`src/rtl/uart_pkg.sv`:
```
// uart_pkg: shared receiver state type, default constants and parity helper
package uart_pkg;

   typedef enum logic [2:0] {IDLE, START, DATA, PARITY, STOP} uart_rx_state_t;

   localparam int CLKS_PER_BIT_9600 = 5208;
   localparam int DATA_BITS_DEF     = 8;

   // expected parity bit for a zero-extended word; odd = 1 selects odd parity
   function automatic logic parity_calc(input logic [8:0] word, input logic odd);
      return (^word) ^ odd;
   endfunction

endpackage

```
`src/rtl/uart_rx_param_sync_edge.sv`:
```
// sync_edge: SYNC_STAGES-deep input synchroniser with falling-edge detect
module sync_edge #(
   parameter int SYNC_STAGES = 2
) (
   input  logic clk,
   input  logic rst_n,
   input  logic din,
   output logic dout,
   output logic fall
);

   logic [SYNC_STAGES:0] line_q, line_d;

   // shift the raw line in; the top bit is the previous synchronised sample
   always_comb line_d = {line_q[SYNC_STAGES-1:0], din};

   // synchroniser flops reset to the idle-high line level
   always_ff @(posedge clk or negedge rst_n)
      if (!rst_n) line_q <= '1;
      else line_q <= line_d;

   assign dout = line_q[SYNC_STAGES-1];
   assign fall = line_q[SYNC_STAGES] & ~line_q[SYNC_STAGES-1];

endmodule

```
`src/rtl/uart_rx_param.sv`:
```
// uart_rx_param: parametrised UART receiver with ready/valid output; define UART_RX_PARITY_EN for a parity bit
module uart_rx_param
   import uart_pkg::*;
#(
   parameter int CLKS_PER_BIT = CLKS_PER_BIT_9600,
   parameter int DATA_BITS    = DATA_BITS_DEF,
   parameter int SYNC_STAGES  = 2,
   parameter int PARITY_ODD   = 0
) (
   input  logic                 clk,
   input  logic                 rst_n,
   input  logic                 uart_data,
   output logic [DATA_BITS-1:0] data,
   output logic                 data_valid,
   input  logic                 data_ready,
   output logic                 busy,
   output logic                 frame_err,
   output logic                 overrun
`ifdef UART_RX_PARITY_EN
   ,
   output logic                 parity_err
`endif
);

   localparam int CW = $clog2(CLKS_PER_BIT);
   localparam int IW = $clog2(DATA_BITS + 1);
   localparam logic [CW-1:0] FULL = CW'(CLKS_PER_BIT - 1);
   localparam logic [CW-1:0] HALF = CW'(CLKS_PER_BIT / 2 - 1);
   localparam logic [IW-1:0] LAST = IW'(DATA_BITS - 1);

   if (CLKS_PER_BIT < 4 || DATA_BITS < 5 || DATA_BITS > 9 || SYNC_STAGES < 2 || PARITY_ODD < 0 || PARITY_ODD > 1) begin : g_bad_param
      $error("uart_rx_param: parameter out of range");
   end

   uart_rx_state_t       state_q, state_d;
   logic [CW-1:0]        cnt_q, cnt_d;
   logic [IW-1:0]        idx_q, idx_d;
   logic [DATA_BITS-1:0] shift_q, shift_d, data_q, data_d;
   logic                 data_valid_q, data_valid_d;
   logic                 frame_err_q, frame_err_d;
   logic                 overrun_q, overrun_d;
   logic                 rx, fall, tick, stop_ok, stop_bad;
`ifdef UART_RX_PARITY_EN
   logic                 par_bad_q, par_bad_d;
   logic                 parity_err_q, parity_err_d;
`endif

   sync_edge #(.SYNC_STAGES(SYNC_STAGES)) u_sync (
      .clk  (clk),
      .rst_n(rst_n),
      .din  (uart_data),
      .dout (rx),
      .fall (fall)
   );

   assign tick = (cnt_q == '0);

   // frame FSM: bit timing, sampling and shift register
   always_comb begin
      state_d  = state_q;
      cnt_d    = cnt_q;
      idx_d    = idx_q;
      shift_d  = shift_q;
      stop_ok  = 1'b0;
      stop_bad = 1'b0;
`ifdef UART_RX_PARITY_EN
      par_bad_d = par_bad_q;
`endif
      if (state_q != IDLE) cnt_d = tick ? FULL : cnt_q - 1'b1;
      case (state_q)
         IDLE: if (fall) begin
            state_d = START;
            cnt_d   = HALF;
         end
         START: if (tick) begin
            state_d = rx ? IDLE : DATA;
            idx_d   = '0;
         end
         DATA: if (tick) begin
            shift_d = {rx, shift_q[DATA_BITS-1:1]};
            idx_d   = idx_q + 1'b1;
`ifdef UART_RX_PARITY_EN
            if (idx_q == LAST) state_d = PARITY;
`else
            if (idx_q == LAST) state_d = STOP;
`endif
         end
`ifdef UART_RX_PARITY_EN
         PARITY: if (tick) begin
            par_bad_d = rx ^ parity_calc(9'(shift_q), PARITY_ODD != 0);
            state_d   = STOP;
         end
`endif
         STOP: if (tick) begin
            state_d  = IDLE;
            stop_ok  = rx;
            stop_bad = ~rx;
         end
         default: state_d = IDLE;
      endcase
   end

   // output handshake: consumer accept, present a new word, or flag overrun
   always_comb begin
      data_d       = data_q;
      data_valid_d = data_valid_q & ~data_ready;
      overrun_d    = 1'b0;
      frame_err_d  = stop_bad;
`ifdef UART_RX_PARITY_EN
      parity_err_d = (stop_ok | stop_bad) & par_bad_q;
`endif
      if (stop_ok) begin
         if (!data_valid_q || data_ready) begin
            data_d       = shift_q;
            data_valid_d = 1'b1;
         end else begin
            overrun_d = 1'b1;
         end
      end
   end

   // state and output registers; reset aborts any partial frame
   always_ff @(posedge clk or negedge rst_n)
      if (!rst_n) begin
         state_q      <= IDLE;
         cnt_q        <= '0;
         idx_q        <= '0;
         shift_q      <= '0;
         data_q       <= '0;
         data_valid_q <= 1'b0;
         frame_err_q  <= 1'b0;
         overrun_q    <= 1'b0;
`ifdef UART_RX_PARITY_EN
         par_bad_q    <= 1'b0;
         parity_err_q <= 1'b0;
`endif
      end else begin
         state_q      <= state_d;
         cnt_q        <= cnt_d;
         idx_q        <= idx_d;
         shift_q      <= shift_d;
         data_q       <= data_d;
         data_valid_q <= data_valid_d;
         frame_err_q  <= frame_err_d;
         overrun_q    <= overrun_d;
`ifdef UART_RX_PARITY_EN
         par_bad_q    <= par_bad_d;
         parity_err_q <= parity_err_d;
`endif
      end

   assign data       = data_q;
   assign data_valid = data_valid_q;
   assign busy       = (state_q != IDLE);
   assign frame_err  = frame_err_q;
   assign overrun    = overrun_q;
`ifdef UART_RX_PARITY_EN
   assign parity_err = parity_err_q;
`endif

endmodule

```
`config.mk`:
```
export PLATFORM = sky130hd
export DESIGN_NAME = uart_rx_param
export DESIGN_NICKNAME = d
export VERILOG_FILES = /design/src/rtl/uart_pkg.sv /design/src/rtl/uart_rx_param_sync_edge.sv /design/src/rtl/uart_rx_param.sv
export SDC_FILE = /design/constraint.sdc
export NUM_CORES = 1
export LEC_CHECK = 0
export CAP_MARGIN = 40
export CORE_MARGIN = 3
export CORE_UTILIZATION = 50
export DETAILED_ROUTE_END_ITERATION = 12
export GPL_TIMING_DRIVEN = 1
export HOLD_SLACK_MARGIN = 0.12
export PLACE_DENSITY = 0.71
export SYNTH_ARGS = -nofsm -noshare
export SYNTH_HDL_FRONTEND = slang
export SYNTH_SLANG_ARGS = --single-unit
```
`constraint.sdc`:
```
create_clock -name clk -period 2.4 [get_ports clk]
set_input_delay 0.36 -clock clk [delete_from_list [all_inputs] [get_ports clk]]
set_output_delay 0.36 -clock clk [all_outputs]
set_load 0.01 [all_outputs]
```
==> run_results.csv <==
group,metric,value,unit
timing,fin_worst_skew,3.51,ps
worst_setup_path,startpoint_type,"register",
timing,tightest_slew,590,ps
yosys,synth-edff-count,0,
final_layout,regArea,1050,sq um
yosys,yosys_register_bits,42,
timing,hold_viol,0,
cts,clockBufferDepth,2,
yosys,synth.area.mux_share,10.8,%
worst_setup_path,cp-end-kind,"register",
floorplan,core_area,3720,sq um
yosys,synth-compound-area-share,10.8,%
yosys,syn_inst,166,
cts,htreeDepth,2,
yosys,synth_fp_nets,173,
final_layout,insertedDiodeCount,0,
worst_setup_path,worst_r2r_startpoint,"cnt_q[0]$_DFF_PN0_",
global_routing,grt_pass1_wl,6.26,mm
final_layout,nNetsFinal,202,
place,dp.cells,235,
worst_setup_path,critPathArrivalTime,2520,ps
detailed_routing,vias,1392,
timing,post-route-period-util,97.8,%
pwr,p_per_area,767,nW/um^2
run_status,status,"finished, final reports clean",
global_routing,grt_max_degree,29,
final_layout,multi_input_area,842,sq um
worst_setup_path,crit_fanout,8,
worst_setup_path,r2r_slack,50,ps
yosys,synth_top_family_by_area,"simple AND/OR/NAND/NOR gates",
place,routabilityCongestion,0.918,
timing,slew_viol_final,0,
yosys,synth-async-reset-ratio,100,%
pwr,p_leak,1.04,nW
yosys,ys_types,40,
timing,holdWs,359,ps
global_routing,antenna_found_initial,0,
place,dp_hpwl,2.76,mm
worst_setup_path,cp.required,2570,ps
pwr,ir_drop,0.000384,V
timing,setup_viol,0,
yosys,synth_seq_area_share,54.0,%
cts,cts_tree,"yes",
cts,cts.clk_slew.worst_paths,70,ps
worst_setup_path,r2r_end,"shift_q[0]$_DFFE_PN0P_",
final_layout,final_util,62.6,%
global_routing,grtUsageTotal,18.0,%
cts,cts_root_buf,"clkbuf_8",
floorplan,die_w,68.5,um
timing,slew-limit-headroom,60.4,%
final_layout,drive_above_1_share,22.6,%
pwr,power,1.79,mW
yosys,avgSynthCellArea,11.8,sq um
yosys,synth_xor_area_share,2.69,%
flow_run,maxCapViolCount,0,
yosys,ys_warn_count,0,
floorplan,start_util,52.6,%
worst_setup_path,critical_path_class,"reg -> reg",
detailed_routing,wire_per_inst,15.2,um
final_layout,most-common-layout-cells,"39 x dfrtp_1, 14 x nor3_1, 14 x clkdlybuf4s50_1",
floorplan,pin_count,16,
place,numPortBuffers,15,
yosys,synthAdderAreaFrac,1.92,%
final_layout,final_cells,243,
worst_hold_path,hold_path.class,"reg -> reg",
detailed_routing,dr.pass1.iters,5,
global_routing,grt_overflow_total,0,
yosys,synth-simple-area-share,16.7,%
final_layout,fin_area,2330,sq um
global_routing,first_global_vias,1386,
detailed_routing,drtIter0Drc,49,
worst_setup_path,ff2ff_path_depth,6,
floorplan,dieArea,4690,sq um
detailed_routing,ant_nets,0,
detailed_routing,wl,3.69,mm
worst_hold_path,min_to,"u_sync.line_q[1]$_DFF_PN1_",
yosys,synth_flop_cell,"dfrtp_1",
worst_hold_path,min_from,"u_sync.line_q[0]$_DFF_PN1_",
detailed_routing,drc,0,
timing,fmax,426,MHz
yosys,syn_area,1950,sq um
cts,cts.sinks,42,
place,placed_area,2230,sq um
final_layout,syn_to_final_growth,19.2,%
final_layout,fill_cells,307,
timing,rsz0062_at_grt,"no",
final_layout,final_common_cell,"dfrtp_1",
cts,numCtsBuffers,5,
cts,clkLatencyLatePin,280,ps
timing,fin_crit,2350,ps
detailed_routing,routed_via_density,5.73,
floorplan,std_cell_rows,22,
floorplan,die_h,68.5,um
worst_hold_path,whs_path_depth,0,
## layout make-up
type                       count  share of cell area [%]
timing repair buffer          29                    11.4
clock buffer                   5                    2.96
multi-input combinational    110                    36.2
clock inverter                 2                   0.430
inverter                       7                    1.13
tap                           48                    2.58
sequential                    42                    45.3
## repair_timing
action,CTS,global route
endpoints found under the hold margin,14,0
setup buffers,0,0
endpoints found under the setup margin,8,0
hold buffers,1,0
resized for setup,1,0
## cell families after synthesis
| logic type | Yosys count |
|---|---|
| compound gates | 30 |
| xor+xnor | 6 |
| fa+ha+maj | 3 |
| buf+inv | 14 |
| flops | 42 |
| mux | 16 |
| simple gates | 55 |
## cell usage after synthesis (2+ instances only)
library cell	count	area (sq um)
nand4b_1	3	26.3
a21boi_0	3	22.5
mux2_2	8	90.1
nand3_1	6	30.0
dfstp_2	3	78.8
a21oi_1	5	25.0
or3_1	2	12.5
dfrtp_1	39	976
nand2b_1	4	25.0
nand4_1	2	12.5
nor3_1	14	70.1
a41o_1	2	20.0
ha_1	3	37.5
a31oi_1	4	25.0
nand2_1	6	22.5
nor2_1	7	26.3
o32ai_1	2	17.5
o21ai_0	6	30.0
xor2_1	6	52.6
a221o_1	2	20.0
or4_1	3	22.5
clkbuf_1	5	18.8
inv_1	7	26.3
mux2_4	8	120
## sequential cells by signal, summed over array words and instances, names as in the netlist
name / flops
cnt_q: 13
data: 8
shift_q: 8
idx_q: 4
state_q: 3
u_sync.line_q: 3
data_valid: 1
frame_err: 1
overrun: 1
## stage by stage
step,worst slack [ps],setup TNS (ps)
4_1_cts,45.9,0
5_1_grt,3.09,0
3_5_place_dp,-88.6,-690
2_1_floorplan,25.8,0
6_report,53.2,0
3_3_place_gp,-18.0,-141
## routing by layer
metal	vias up	global-route usage, %	routed length, um
met1	685	22.2	1580
li1	668	-	-
met3	4	4.38	184
met4	0	5.96	36
met5	-	0	0
met2	35	30.9	1890
## where the power goes
| part | internal (mW) | leakage [nW] | total (mW) | switching (mW) |
|---|---|---|---|---|
| clock network | 0.195 | 0.0438 | 0.411 | 0.216 |
| logic | 0.215 | 0.452 | 0.463 | 0.248 |
| registers | 0.812 | 0.546 | 0.911 | 0.0991 |
| total | 1.22 | 1.04 | 1.79 | 0.564 |
## worst max-delay path by stage
stage                                   from                endpoint  slack, ps
final                     cnt_q[0]$_DFF_PN0_  shift_q[0]$_DFFE_PN0P_         50
after CTS                 cnt_q[0]$_DFF_PN0_  shift_q[0]$_DFFE_PN0P_         50
after global placement    cnt_q[0]$_DFF_PN0_  shift_q[6]$_DFFE_PN0P_        -20
after global routing      cnt_q[0]$_DFF_PN0_  shift_q[0]$_DFFE_PN0P_          3
after detailed placement  cnt_q[0]$_DFF_PN0_  shift_q[0]$_DFFE_PN0P_        -90
after floorplan           cnt_q[0]$_DFF_PN0_  shift_q[0]$_DFFE_PN0P_         30
## worst max-delay path, stage by stage (launching register included)
cell and delay, ps:
dfrtp_1 380, inv_1 80, ha_1 150, or4b_1 470, or3_4 400, or3_4 430, mux2_4 320
No activity file was read; power rests on OpenSTA's default activity.
